$ cat config.mk
export PLATFORM = sky130hd
export DESIGN_NAME = mux_n1_scan
export DESIGN_NICKNAME = d
export VERILOG_FILES = /design/src/rtl/mux_n1_scan_pkg.sv /design/src/rtl/mux_nw.sv /design/src/rtl/mux_n1_scan.sv
export SDC_FILE = /design/constraint.sdc
export NUM_CORES = 1
export LEC_CHECK = 0
export ABC_AREA = 1
export CORE_UTILIZATION = 25
export DETAILED_ROUTE_END_ITERATION = 8
export GPL_TIMING_DRIVEN = 0
export PLACE_DENSITY = 0.62
export SYNTH_ARGS = -nofsm -noshare
export SYNTH_HDL_FRONTEND = slang
export SYNTH_SLANG_ARGS = --single-unit
$ cat constraint.sdc
create_clock -name clk -period 1.7 [get_ports clk]
set_input_delay 0.34 -clock clk [delete_from_list [all_inputs] [get_ports clk]]
set_output_delay 0.34 -clock clk [all_outputs]
set_load 0.02 [all_outputs]
$ cat src/rtl/mux_n1_scan_pkg.sv
// Shared definitions for the N:1 scan multiplexer family.
// Mode encodings and counter sizing reused by future mux/demux blocks.
package mux_n1_scan_pkg;

  typedef enum logic {
    MODE_MANUAL = 1'b0,
    MODE_SCAN   = 1'b1
  } mode_e;

  function automatic int cnt_w(input int dwell);
    return (dwell > 1) ? $clog2(dwell) : 1;
  endfunction

endpackage

$ cat src/rtl/mux_nw.sv
// Combinational N:1 selector, W bits per channel.
// Out-of-range idx yields zero.
module mux_nw #(
  parameter int N = 4,
  parameter int W = 1,
  localparam int SW = $clog2(N)
) (
  input  logic [N*W-1:0] din,
  input  logic [SW-1:0]  idx,
  output logic [W-1:0]   y
);

  always_comb begin
    y = '0;
    for (int k = 0; k < N; k++) begin
      if (idx == SW'(k)) y = din[k*W +: W];
    end
  end

endmodule

$ cat src/rtl/mux_n1_scan.sv
// N:1 W-bit mux with registered output, manual select or
// auto-scan with per-channel dwell, hold and wrap pulse.
module mux_n1_scan
  import mux_n1_scan_pkg::*;
#(
  parameter int N     = 4,
  parameter int W     = 1,
  parameter int DWELL = 4,
  localparam int SW   = $clog2(N)
) (
  input  logic           clk,
  input  logic           rst,
  input  logic [N*W-1:0] din,
  input  logic [SW-1:0]  sel,
  input  logic           mode,
  input  logic           hold,
  output logic [W-1:0]   dout,
  output logic [SW-1:0]  ch,
  output logic           valid,
  output logic           wrap
);

  localparam int CW = cnt_w(DWELL);
  localparam logic [CW-1:0] CNT_LAST = CW'(DWELL - 1);
  localparam logic [SW-1:0] CH_LAST  = SW'(N - 1);
  localparam logic [SW:0]   N_L      = (SW+1)'(N);

  logic [CW-1:0] cnt;
  logic [CW-1:0] cnt_nx;
  logic [SW-1:0] ch_nx;
  logic          valid_nx;
  logic          wrap_nx;
  logic          load;
  logic          sel_ok;
  logic [W-1:0]  mux_y;

  assign sel_ok = ({1'b0, sel} < N_L);

  // Mux is driven by the next channel so dout and ch never skew
  mux_nw #(.N(N), .W(W)) u_mux (
    .din (din),
    .idx (ch_nx),
    .y   (mux_y)
  );

  always_comb begin
    ch_nx    = ch;
    cnt_nx   = cnt;
    valid_nx = valid;
    wrap_nx  = 1'b0;
    load     = 1'b0;
    if (hold) begin
      load = 1'b0;
    end else if (mode == MODE_MANUAL) begin
      load   = 1'b1;
      cnt_nx = '0;
      if (sel_ok) begin
        ch_nx    = sel;
        valid_nx = 1'b1;
      end else begin
        valid_nx = 1'b0;
      end
    end else begin
      load     = 1'b1;
      valid_nx = 1'b1;
      if (cnt == CNT_LAST) begin
        cnt_nx = '0;
        if (ch == CH_LAST) begin
          ch_nx   = '0;
          wrap_nx = 1'b1;
        end else begin
          ch_nx = ch + SW'(1);
        end
      end else begin
        cnt_nx = cnt + CW'(1);
      end
    end
  end

  always_ff @(posedge clk or posedge rst) begin
    if (rst) begin
      dout  <= '0;
      ch    <= '0;
      cnt   <= '0;
      valid <= 1'b0;
      wrap  <= 1'b0;
    end else begin
      ch    <= ch_nx;
      cnt   <= cnt_nx;
      valid <= valid_nx;
      wrap  <= wrap_nx;
      if (load) dout <= mux_y;
    end
  end

endmodule

* Yosys cells after proc, flatten, opt, wreduce, memory -nomap -nowiden *
Cells that the tools add are included.

storage, ports and cells
  output and inout port bits = 5
  word-level logic and storage cells = 27
  input bits = 10
  flip-flop bits (word level) = 7

operators by class
  $add $sub $neg = 2
  mux-type cells = 14
  reduce and logical (&&, ||, !) cells = 1
  eq/ne operators = 5

operator list
  cell                 number
  $mux 2               6
  $eq 2x2->1 const B   4
  $mux 1               8
  $add 2x1->2 const B  2
  $eq 2x1->1 const B   1
  $logic_not 2->1      1

* Depth between registers and ports, before layout *
  depth after elaboration = 10
  mapped depth = 11
  gate-level depth less buffers = 11

* By module *
From an unflattened synthesis, not the netlist that was laid out.

second synthesis, totals
  cells, all modules = 55
  area total of the unflattened synthesis = 399.1 um^2

modules (own cells, without submodules)
  module       sequential area each (um^2)  area each (um^2)  instances  cells an instance
  mux_n1_scan  175.2                        347.8             1          42
  mux_nw       0.0                          51.3              1          13

* Worst setup path after synthesis *
OpenSTA, ideal clock, no wires.

  path kind = reg-to-reg
  start = register ch[0]
  end = register dout
  cell stages (with the launch flop) = 10
  setup slack = 333 ps
  data required time = 1583 ps
  arrival = 1250 ps
  clock period less this slack = 1367 ps
  buffers on the path = 0
  library setup time = 117 ps
  cells stage by stage = dfrtp_1 > ha_1 > nand2_1 > nand2_1 > nand2_1 > nand2_1 > o21ai_0 > nand3_1 > nand3_1 > nand2_1

between the ends
  longest elaborated chain between the ends = 10
  elaborated cells between the ends (all ways) = 14
  classes of those cells = add/sub: 1; eq/ne: 4; mux: 8; reduce/logical: 1

ends and longest elaborated chain
  element                                           RTL line                              source
  start, declared                                   mux_n1_scan.sv:18                     output logic [SW-1:0] ch,
  start signal, assigned                            mux_n1_scan.sv:88                     ch <= ch_nx;
  $add 2x1->2 / $eq 2x2->1 (equally long branches)  mux_n1_scan.sv:72, mux_n1_scan.sv:68
  $mux 2                                            mux_n1_scan.sv:68                     if (ch == CH_LAST) begin
  $mux 2                                            mux_n1_scan.sv:66                     if (cnt == CNT_LAST) begin
  $mux 2                                            mux_n1_scan.sv:54                     end else if (mode == MODE_MANUAL) begin
  $mux 2 (*)                                        mux_n1_scan.sv:52                     if (hold) begin
  $logic_not 2->1                                   mux_nw.sv:16                          if (idx == SW'(k)) y = din[k*W +: W];
  $mux 1 (3 in a row)                               mux_nw.sv:16
  $mux 1 (*)                                        mux_nw.sv:16
  end signal, assigned                              mux_n1_scan.sv:92                     if (load) dout <= mux_y;
  end, declared                                     mux_n1_scan.sv:17                     output logic [W-1:0] dout,

Every way passes the cells marked *; elsewhere a longest branch is shown, timed or not.
A chain may end at the register's enable or synchronous reset.

* Final worst setup path *
  start = register ch[1]
  end = output ch[1]

No word-level cell between the ends.

==> summary.log <==
INFO  synth          synth_top_family_by_area=simple AND/OR/NAND/NOR gates
INFO  floorplanning  design.portCount=15
INFO  sta            setup_ws=0.0651ns
INFO  sta            worst_clock_skew=0.00458ns
INFO  routing        num_vias=380
INFO  synth          synth_simple_gate_area_share=33.0%
INFO  synth          netlist-cell-type-count=13
INFO  floorplanning  std_cell_rows=13
INFO  sta            setup_tns_final=0ns
INFO  critical_path  start_kind=flop
INFO  synth          syn_nets=63
INFO  synth          synth_cells=51
INFO  sta            final-hold-violation-count=0
INFO  synth          post_synth_adder_cell_area=6.47%
INFO  sta            slew-limit-headroom=80.4%
INFO  floorplanning  die_x=41.3um
INFO  global_route   first_global_vias=323
INFO  floorplanning  core_region_area=1370um^2
INFO  placed_design  port_buffers=14
INFO  layout         num-nets-final=82
INFO  routing        vias_per_cell=4.52
INFO  synth          postSynthAreaPerCell=7.58um^2
INFO  cts            clkTransAtPathRegs=0.06ns
INFO  synth          synthDominantAreaCellType=sky130_fd_sc_hd__dfrtp_1
INFO  layout         sequential_cell_area=175um^2
INFO  routing        wl_per_cell=10.3um
INFO  cts            postCtsResizedCells=0
INFO  global_route   grt_antenna_before_repair=0
INFO  floorplanning  design.die.area=1710um^2
INFO  sta            fmax=612MHz
INFO  critical_path  timing.setup.critical_path_class=reg -> out
INFO  routing        detailedRoute.firstPassIterationCount=2
INFO  cts            insertion_delay=0.26ns
INFO  synth          synthXorXnorAreaFrac=0%
INFO  placed_design  dpl-instance-area=546um^2
INFO  floorplanning  initial_utilization=28.3%
INFO  cts            number_of_buffers_added_by_the_clock_tree_synthesis_step=3
INFO  cts            cts_sinks=7
INFO  floorplanning  floorplan.die.height=41.3um
INFO  sta            timing.final.crit_share=96.2%
INFO  pwr            total_power=499uW
INFO  synth          syn-cell-area=387um^2
INFO  layout         layout-drive-gt1-share=13.0%
INFO  sta            period_minus_slack=1.63ns
INFO  global_route   total_global_routing_track_utilization=13.2%
INFO  synth          compound_gate_fraction_of_synth_area=9.39%
INFO  layout         stdcell_count=84
INFO  pwr            leak_pwr=0.275nW
INFO  sta            grt_setup_unrepaired=false
INFO  critical_path  r2r_cells=11
INFO  run_status     run_status=complete, no violations
INFO  placed_design  dp_hpwl=665um
INFO  critical_path  setup.worst_path.start=ch[1]$_DFF_PP0_
INFO  sta            timing_worst_slew_pin_value=0.293ns
INFO  critical_path  cp_max_fo=5
INFO  sta            hold_ws=0.318ns
INFO  flow_run       maxCapViolCount=0
INFO  layout         most_common_library_cell_in_the_layout_ignoring_fill_and_taps=sky130_fd_sc_hd__nand2_1
INFO  synth          muxShareOfSynthArea=0%
INFO  critical_path  regToRegSetupSlack=0.28ns
INFO  cts            cts_max_path_buffers=2
INFO  routing        wirelength=864um
INFO  synth          yosys_synthesis_warning_count=0
INFO  layout         multiInputGateArea=189um^2
INFO  sta            timing.final.max_slew_violations=0
INFO  pwr            vdd.ir_drop.worst=0.000531V
INFO  critical_path  cp_data_required_time=1.36ns
INFO  cts            post_cts.repair.setup_buffers=0
INFO  global_route   grt_pass1_wl=1.37mm
INFO  cts            clock-root-buffer=sky130_fd_sc_hd__clkbuf_4
INFO  routing        detail_route.drc_violations=0
INFO  layout         nFillCells=142
INFO  critical_path  crit-reg2reg-capture=dout$_DFFE_PP0N_
INFO  layout         syn_to_final_growth=47.9%
INFO  critical_path  timing.critical_path.arrival=1.29ns
INFO  critical_path  cp_slowest_stage_delay=0.63ns
INFO  critical_path  critPathCaptureType=primary output
INFO  sta            final-setup-viol-count=0
INFO  cts            cts_tree=yes
INFO  synth          synth_top_cells_by_area=sky130_fd_sc_hd__dfrtp_1 (45%), sky130_fd_sc_hd__nand2_1 (18%), sky130_fd_sc_hd__nand3_1 (7.8%)
INFO  pwr            power.density=873nW/um^2
INFO  layout         finalInstanceArea=572um^2
INFO  routing        drt_iter0_drc=3
INFO  placed_design  place.gp.congestion=0.703
INFO  critical_path  crit_path_top_delay_cell=sky130_fd_sc_hd__clkdlybuf4s50_1
INFO  cts            holdBufCountCts=0
INFO  critical_path  cell_family_with_the_largest_share_of_critical_path_delay=buffers and inverters
INFO  layout         most-common-layout-cells=sky130_fd_sc_hd__nand2_1 (19), sky130_fd_sc_hd__clkdlybuf4s50_1 (14), sky130_fd_sc_hd__dfrtp_1 (7)
INFO  critical_path  crit_path_cell_trace=clkdlybuf4s50_1
INFO  cts            cts_htree_levels=1
INFO  worst_hold_path hold_path.class=in -> async
INFO  layout         postLayoutCoreUtil=41.8%
INFO  routing        antenna_left=0
INFO  global_route   grt_max_degree=8
INFO  synth          synth_top_area_share=45.3%
INFO  synth          synth_sequential_area_ratio=45.3%
INFO  synth          ys_seq_elements=7
INFO  layout         insertedDiodeCount=0
INFO  placed_design  placed_cells=80
INFO  critical_path  worstPathBufferInverterCount=1
INFO  placed_design  place_ws=0.0372ns
INFO  critical_path  reg2reg_from=cnt[0]$_DFFE_PP0N_
INFO  global_route   grt.overflow.total=0
## report_power, final
| part | switching [mW] | total (mW) | internal [mW] |
|---|---|---|---|
| Combinational | 0.0726 | 0.140 | 0.0672 |
| Sequential | 0.0145 | 0.200 | 0.185 |
| Clock | 0.0697 | 0.160 | 0.0901 |
## flip-flops by register name, summed over array words and instances, names as in the netlist
signal	count
ch	2
cnt	2
dout	1
valid	1
wrap	1
## per-layer routing
layer | part of all wire (%) | global-route usage, % | up-vias
li1 | - | - | 201
met1 | 50 | 18.2 | 166
met2 | 42 | 16.4 | 13
met3 | 7.2 | 9.57 | 0
met4 | 0 | 2.42 | 0
met5 | 0 | 0 | -
## worst max-delay path by stage
stage                       end  cells after the start
2_1_floorplan  dout$_DFFE_PP0N_                      9
4_1_cts                   ch[1]                      1
6_report                  ch[1]                      1
3_5_place_dp   dout$_DFFE_PP0N_                     10
5_1_grt                   ch[1]                      1
3_3_place_gp   dout$_DFFE_PP0N_                     10
## layout make-up
type	instances	area share, %
clock buffers	4	4.60
inverters	6	3.94
multi-input cells	38	33.0
flip-flops and latches	7	30.6
well taps	15	3.28
repair buffers	14	24.5
## cell families after synthesis
family / Yosys count
adders and majority gates: 2
and+or+nand+nor: 30
buffers and inverters: 6
DFF: 7
AOI/OAI and AO/OA: 6
## cell usage after synthesis (all sizes together)
| library cell | count |
|---|---|
| dfrtp | 7 |
| o31ai | 1 |
| or2 | 1 |
| inv | 6 |
| nand3 | 6 |
| nor2 | 2 |
| ha | 2 |
| a21oi | 4 |
| nand2 | 21 |
| o21ai | 1 |
No activity file was read; power rests on OpenSTA's default activity.
